### config.mk
export PLATFORM = sky130hd
export DESIGN_NAME = jailbreak_speech_conditioner
export DESIGN_NICKNAME = d
export VERILOG_FILES = /design/src/rtl/jailbreak_speech_pkg.sv /design/src/rtl/jailbreak_audio_ce.sv /design/src/rtl/jailbreak_speech_conditioner.sv
export SDC_FILE = /design/constraint.sdc
export NUM_CORES = 1
export LEC_CHECK = 0
export ABC_CLOCK_PERIOD_IN_PS = 7000
export BUFFER_PORTS_ARGS = -buffer_cell sky130_fd_sc_hd__buf_2
export CORE_ASPECT_RATIO = 0.9
export CORE_UTILIZATION = 60
export DETAILED_ROUTE_END_ITERATION = 10
export PLACE_DENSITY = 0.78
export SLEW_MARGIN = 0
export SYNTH_ARGS = -nofsm -noshare
export SYNTH_HDL_FRONTEND = slang
export SYNTH_SLANG_ARGS = --single-unit
### constraint.sdc
create_clock -name clk -period 7 [get_ports clk]
set_clock_uncertainty 0.2 [all_clocks]
set_input_delay 0.35 -clock clk [delete_from_list [all_inputs] [get_ports clk]]
set_output_delay 0.35 -clock clk [all_outputs]
set_load 0.01 [all_outputs]
### src/rtl/jailbreak_speech_pkg.sv
`default_nettype none
// ============================================================================
// Module      : jailbreak_speech_pkg
// Description : Shared constants, gain-state encoding and DAC centring helper
//               for the VLM5030 speech conditioning path.
// Revision    : 1.0 - initial release
// ============================================================================
package jailbreak_speech_pkg;

    localparam int DIV_DEFAULT       = 256;
    localparam int RAMP_STEP_DEFAULT = 1;
    localparam int MIDSCALE          = 512;
    localparam int GAIN_MAX          = 256;

    localparam int DAC_W    = 10;
    localparam int GAIN_W   = 9;
    localparam int SCALED_W = 17;
    localparam int PROD_W   = 26;
    localparam int OUT_W    = 16;

    typedef enum logic [1:0] {
        ST_MUTE      = 2'd0,
        ST_RAMP_UP   = 2'd1,
        ST_ON        = 2'd2,
        ST_RAMP_DOWN = 2'd3
    } gain_state_e;

    // Offset-binary DAC code -> signed, centred on MIDSCALE, scaled up by 64.
    function automatic logic [SCALED_W-1:0] center_scale(input logic [DAC_W-1:0] dac);
        logic [DAC_W:0] centered;
        centered = {1'b0, dac} - (DAC_W+1)'(MIDSCALE);
        return {centered, 6'b00_0000};
    endfunction

endpackage
`default_nettype wire

### src/rtl/jailbreak_audio_ce.sv
`default_nettype none
// ============================================================================
// Module      : jailbreak_audio_ce
// Description : Free-running clock-enable generator, one pulse every DIV clks.
// Revision    : 1.0 - initial release
// ============================================================================
module jailbreak_audio_ce #(
    parameter int DIV = 256
) (
    input  logic clk,
    input  logic reset,
    output logic ce
);

    localparam int CNT_W = (DIV > 1) ? $clog2(DIV) : 1;

    logic [CNT_W-1:0] cnt_q;

    // ce is registered so the first pulse lands exactly DIV clks after release.
    always_ff @(posedge clk) begin
        if (!reset) begin
            cnt_q <= '0;
            ce    <= 1'b0;
        end else if (cnt_q == CNT_W'(DIV - 1)) begin
            cnt_q <= '0;
            ce    <= 1'b1;
        end else begin
            cnt_q <= cnt_q + CNT_W'(1);
            ce    <= 1'b0;
        end
    end

endmodule
`default_nettype wire

### src/rtl/jailbreak_speech_conditioner.sv
`default_nettype none
// ============================================================================
// Module      : jailbreak_speech_conditioner
// Description : Centres, scales and click-free gates VLM5030 DAC samples into
//               a signed 16-bit stream at the audio tick rate.
// Revision    : 1.0 - initial release
// ============================================================================
module jailbreak_speech_conditioner
    import jailbreak_speech_pkg::*;
#(
    parameter int DIV       = DIV_DEFAULT,
    parameter int RAMP_STEP = RAMP_STEP_DEFAULT
) (
    input  logic        clk,
    input  logic        reset,
    input  logic        vlm_sample,
    input  logic [9:0]  vlm_dac,
    input  logic        vlm_busy,
    output logic [15:0] out,
    output logic        out_valid
);

    logic tick;

    jailbreak_audio_ce #(
        .DIV (DIV)
    ) u_ce (
        .clk   (clk),
        .reset (reset),
        .ce    (tick)
    );

    logic [DAC_W-1:0] hold_q;

    always_ff @(posedge clk) begin
        if (!reset) begin
            hold_q <= DAC_W'(MIDSCALE);
        end else if (vlm_sample) begin
            hold_q <= vlm_dac;
        end
    end

    gain_state_e       state_q;
    logic [GAIN_W-1:0] gain_q;
    logic [GAIN_W:0]   gain_up_sum;
    logic [GAIN_W-1:0] gain_up;
    logic [GAIN_W-1:0] gain_dn;

    // One spare bit on the sum keeps the saturation compare honest for large steps.
    assign gain_up_sum = {1'b0, gain_q} + (GAIN_W+1)'(RAMP_STEP);
    assign gain_up     = (gain_up_sum >= (GAIN_W+1)'(GAIN_MAX)) ? GAIN_W'(GAIN_MAX)
                                                                : gain_up_sum[GAIN_W-1:0];
    assign gain_dn     = (gain_q <= GAIN_W'(RAMP_STEP)) ? '0 : gain_q - GAIN_W'(RAMP_STEP);

    always_ff @(posedge clk) begin
        if (!reset) begin
            state_q <= ST_MUTE;
            gain_q  <= '0;
        end else if (tick) begin
            case (state_q)
                ST_MUTE: begin
                    if (vlm_busy) state_q <= ST_RAMP_UP;
                end
                ST_RAMP_UP: begin
                    if (!vlm_busy) begin
                        state_q <= ST_RAMP_DOWN;
                    end else begin
                        gain_q <= gain_up;
                        if (gain_up == GAIN_W'(GAIN_MAX)) state_q <= ST_ON;
                    end
                end
                ST_ON: begin
                    if (!vlm_busy) state_q <= ST_RAMP_DOWN;
                end
                ST_RAMP_DOWN: begin
                    if (vlm_busy) begin
                        state_q <= ST_RAMP_UP;
                    end else begin
                        gain_q <= gain_dn;
                        if (gain_dn == '0) state_q <= ST_MUTE;
                    end
                end
                default: state_q <= ST_MUTE;
            endcase
        end
    end

    logic [SCALED_W-1:0]      scaled;
    logic signed [PROD_W-1:0] scaled_ext;
    logic signed [PROD_W-1:0] gain_ext;
    logic signed [PROD_W-1:0] product_d;
    logic signed [PROD_W-1:0] product_q;
    logic                     prod_vld_q;

    assign scaled     = center_scale(hold_q);
    assign scaled_ext = PROD_W'($signed(scaled));
    assign gain_ext   = PROD_W'($signed({1'b0, gain_q}));
    assign product_d  = scaled_ext * gain_ext;

    // The tick samples pre-update hold/gain, so a coincident strobe lands next tick.
    always_ff @(posedge clk) begin
        if (!reset) begin
            product_q  <= '0;
            prod_vld_q <= 1'b0;
            out        <= '0;
            out_valid  <= 1'b0;
        end else begin
            prod_vld_q <= tick;
            if (tick) product_q <= product_d;
            out_valid  <= prod_vld_q;
            if (prod_vld_q) out <= OUT_W'(product_q >>> 8);
        end
    end

endmodule
`default_nettype wire
==> summary.md <==
| Metric | Value |
|---|---|
| Final hold violation count | `0` |
| Number of fill cells | `around 870` |
| Hold Buf Count CTS | `0` |
| M1 WL | `6220 µm` |
| CP peak stage delay | `around 860 ps` |
| Flop-to-flop setup slack | `1080 ps` |
| Number of antenna violations at the first check in global routing | `0` |
| Endpoint class of the critical path | `flip-flop` |
| Layout cells sized above 1 | `7.66%` |
| Post-CTS setup buffer count | `0` |
| Avg Inst Size Synth | `8.62 µm²` |
| Critical path's slowest cell | `dfxtp_1` |
| Pwr Density | `121 mW/mm²` |
| Max_cap viols | `0` |
| Fin crit period | `5920 ps` |
| Highest routed layer | `met4` |
| RD Place Congestion | `0.923` |
| Die X | `110 µm` |
| Synth Instances | `736` |
| CTS resizes | `0` |
| Congestion Overflow GR | `0` |
| GRT Total Usage | `27.2%` |
| Fin nets | `874` |
| Ys async rst share | `0%` |
| Met2 Wirelength | `about 6600 µm` |
| Max FO, Critical Path | `25` |
| Crit path launch type | `flip-flop` |
| Area grow syn2layout | `7.24%` |
| Count of final setup violators | `0` |
| Final ANT Viol Nets | `0` |
| Residual DRC | `0` |
| Hpwl dp | `between 10000 and 15000 µm` |
| FF+latch area | `approximately 0.0013 mm²` |
| 1st-iter DRT viols | `336` |
| FF-to-FF End | `product_q[21]` |
| Ant. Diodes | `0` |
| Via count | `4999` |
| Critical Path Start | `gain_q[3]` |
| H-tree Lvls | `3` |
| First-pass GRT wire length | `23100 µm` |
| Pleak | `0.00334 µW` |
| Synth top area share | `23.0%` |
| Mapped Area | `between 0.006 and 0.007 mm²` |
| RSZ-0062 raised after global routing | `no` |
| Fin util | `66.4%` |
| Crit Path Class | `reg2reg` |
| Area leader, netlist | `fa_1` |
| Clk buf depth | `2` |
| TritonCTS buffer count | `9` |
| Die ar. | `0.0110 mm²` |
| Largest cells by area after synthesis | `fa_1 23%, dfxtp_1 20%, ha_1 9.5%` |
| Commonest cells in the synthesized netlist | `113 x inv_1, 73 x fa_1, 71 x nand2_1, 64 x dfxtp_1, 54 x nor2_1` |
| Post-Route WL | `roughly 14000 µm` |
| Area of the multi-input gates | `0.00448 mm²` |
| Syn Nets | `871` |
| R2r worst-path depth | `17` |
| Cell row count | `35` |
| Number of global-route vias before repair | `4877` |
| Core Footprint | `0.0102 mm²` |
| Sequential-to-total area share from yosys stat | `between 20% and 30%` |
| EDFF count, synth | `0` |
| Synth cell types | `55` |
| Root buf cell | `clkbuf_16` |
| Boundary Pins | `31` |
| Critical path required time | `roughly 7000 ps` |
| CTS tree | `built` |
| Drt via density | `5.73` |
| Seq cells post-synth | `64` |
| Yosys warns | `0` |
| Most frequent cell after synthesis | `inv_1` |
| Port bufs | `30` |
| Setup TNS | `0 ps` |
| First-pass detailed-route iteration total | `7` |
| Worst skew pair latency | `about 330 ps` |
| WL met3 | `687 µm` |
| CTS clk-pin slew, worst paths | `60 ps` |
| HP Class | `in2reg` |
| Tcrit/Tclk final | `a little over four fifths` |
| Critical path arrival | `a little under 6000 ps` |
| Tot Pwr | `822 µW` |
| Slew margin rel. | `around two fifths` |
| Die height | `99.5 µm` |
| Routed WL per cell | `15.9 µm` |
| Slew @ Worst Pin | `922 ps` |
| Crit path to | `product_q[21]` |
| Largest net degree at the start of global routing | `47` |
| Most used DFF post-synth | `dfxtp_1` |
| Worst-path cell chain | `nor2b_1 -> fa_1 -> inv_1 -> fa_1 -> inv_1 -> fa_1 -> fa_1 -> inv_1 -> fa_1 -> inv_1 -> ha_1 -> a211oi_1 -> inv_1 -> a211oi_1 -> o21ai_0 -> xnor2_1 -> a21oi_1` |
| Slew Viols, Final | `0` |
| Max frequency | `between 150 and 200 MHz` |
| Status | `completed` |
| VDD IR max | `about 0.14 mV` |
| Starting Density | `approximately three fifths` |
| Worst r2r src | `gain_q[3]` |
| CTS Sinks | `64` |
[placed cells by master (no fill, tap or decap), types with 3 or more instances in the layout]
| cell | count |
|---|---|
| a211o_1 | 3 |
| a211oi_1 | 5 |
| a21boi_0 | 3 |
| a21o_1 | 5 |
| a21oi_1 | 26 |
| a31oi_1 | 7 |
| and2_1 | 42 |
| and3_1 | 4 |
| buf_2 | 30 |
| buf_4 | 3 |
| clkbuf_16 | 9 |
| clkinv_4 | 3 |
| dfxtp_1 | 64 |
| fa_1 | 73 |
| ha_1 | 48 |
| inv_1 | 113 |
| mux2i_1 | 36 |
| nand2_1 | 71 |
| nand2b_1 | 4 |
| nand3_1 | 17 |
| nand3b_1 | 3 |
| nand4_1 | 3 |
| nand4b_1 | 5 |
| nor2_1 | 54 |
| nor2b_1 | 6 |
| nor3_1 | 7 |
| o211ai_1 | 6 |
| o21ai_0 | 25 |
| o21ba_2 | 3 |
| o21bai_1 | 3 |
| or3_1 | 6 |
| xnor2_1 | 19 |
| xor2_1 | 5 |
[registers in the layout, indices dropped and copies added, names as in the netlist]
register,cells
gain_q,9
hold_q,10
out,16
out_valid,1
prod_vld_q,1
product_q,16
state_q,2
u_ce.ce,1
u_ce.cnt_q,8
[worst max-delay path: cells and delay by family, from the launching register on]
kind	cells	cell delay (ps)
buffers and inverters	5	520
XOR/XNOR	1	170
AO/OA/AOI/OAI	4	1030
AND/OR/NAND/NOR	1	270
adder cells (fa/ha/maj)	6	2740
flip-flops	1	860
[cell type report]
type | instances | area share [%]
multi-input combinational | 517 | 65.8
sequential | 64 | 18.8
inverter | 114 | 6.29
clock buffer | 9 | 3.31
timing repair buffer | 33 | 2.54
tap | 129 | 2.37
clock inverter | 7 | 0.828
[metal layers]
layer | up-vias | track usage [%]
met2 | 156 | 43.3
met5 | - | 0
li1 | 2389 | -
met3 | 40 | 4.85
met4 | 0 | 9.62
met1 | 2414 | 37.0
[worst min-delay path by stage]
stage	from	to	cells past startpoint	slack [ps]
6_report	vlm_dac[9]	hold_q[9]	3	40
5_1_grt	vlm_dac[9]	hold_q[9]	3	40
4_1_cts	vlm_dac[9]	hold_q[9]	3	40
3_5_place_dp	u_ce.cnt_q[0]	u_ce.cnt_q[0]	1	250
3_3_place_gp	u_ce.cnt_q[0]	u_ce.cnt_q[0]	1	250
2_1_floorplan	u_ce.cnt_q[0]	u_ce.cnt_q[0]	1	230
[power breakdown]
group / switching [µW] / total (µW) / internal [µW]
registers: 11.9 / 381 / 369
logic: 12.9 / 21.3 / 8.34
clock network: 176 / 419 / 244
[through the flow]
| step | hold slack, ps | setup WS (ps) | cell area (µm²) | cells |
|---|---|---|---|---|
| after floorplan | 226 | 1320 | 6340 | 736 |
| after global placement | 246 | 1250 | 6520 | 857 |
| after detailed placement | 254 | 1120 | 6520 | 857 |
| after CTS | 35.2 | 1120 | 6800 | 873 |
| after global routing | 41.9 | 640 | 6800 | 873 |
| final | 42.2 | 1080 | 6800 | 873 |
[cells by family after synthesis]
kind of cell	synth area share, %
xor+xnor	3.31
mux	5.68
compound gates	11.3
flops	20.2
buf+inv	9.21
simple gates	17.8
fa+ha+maj	32.5
Power figures use the tool's default switching activity.
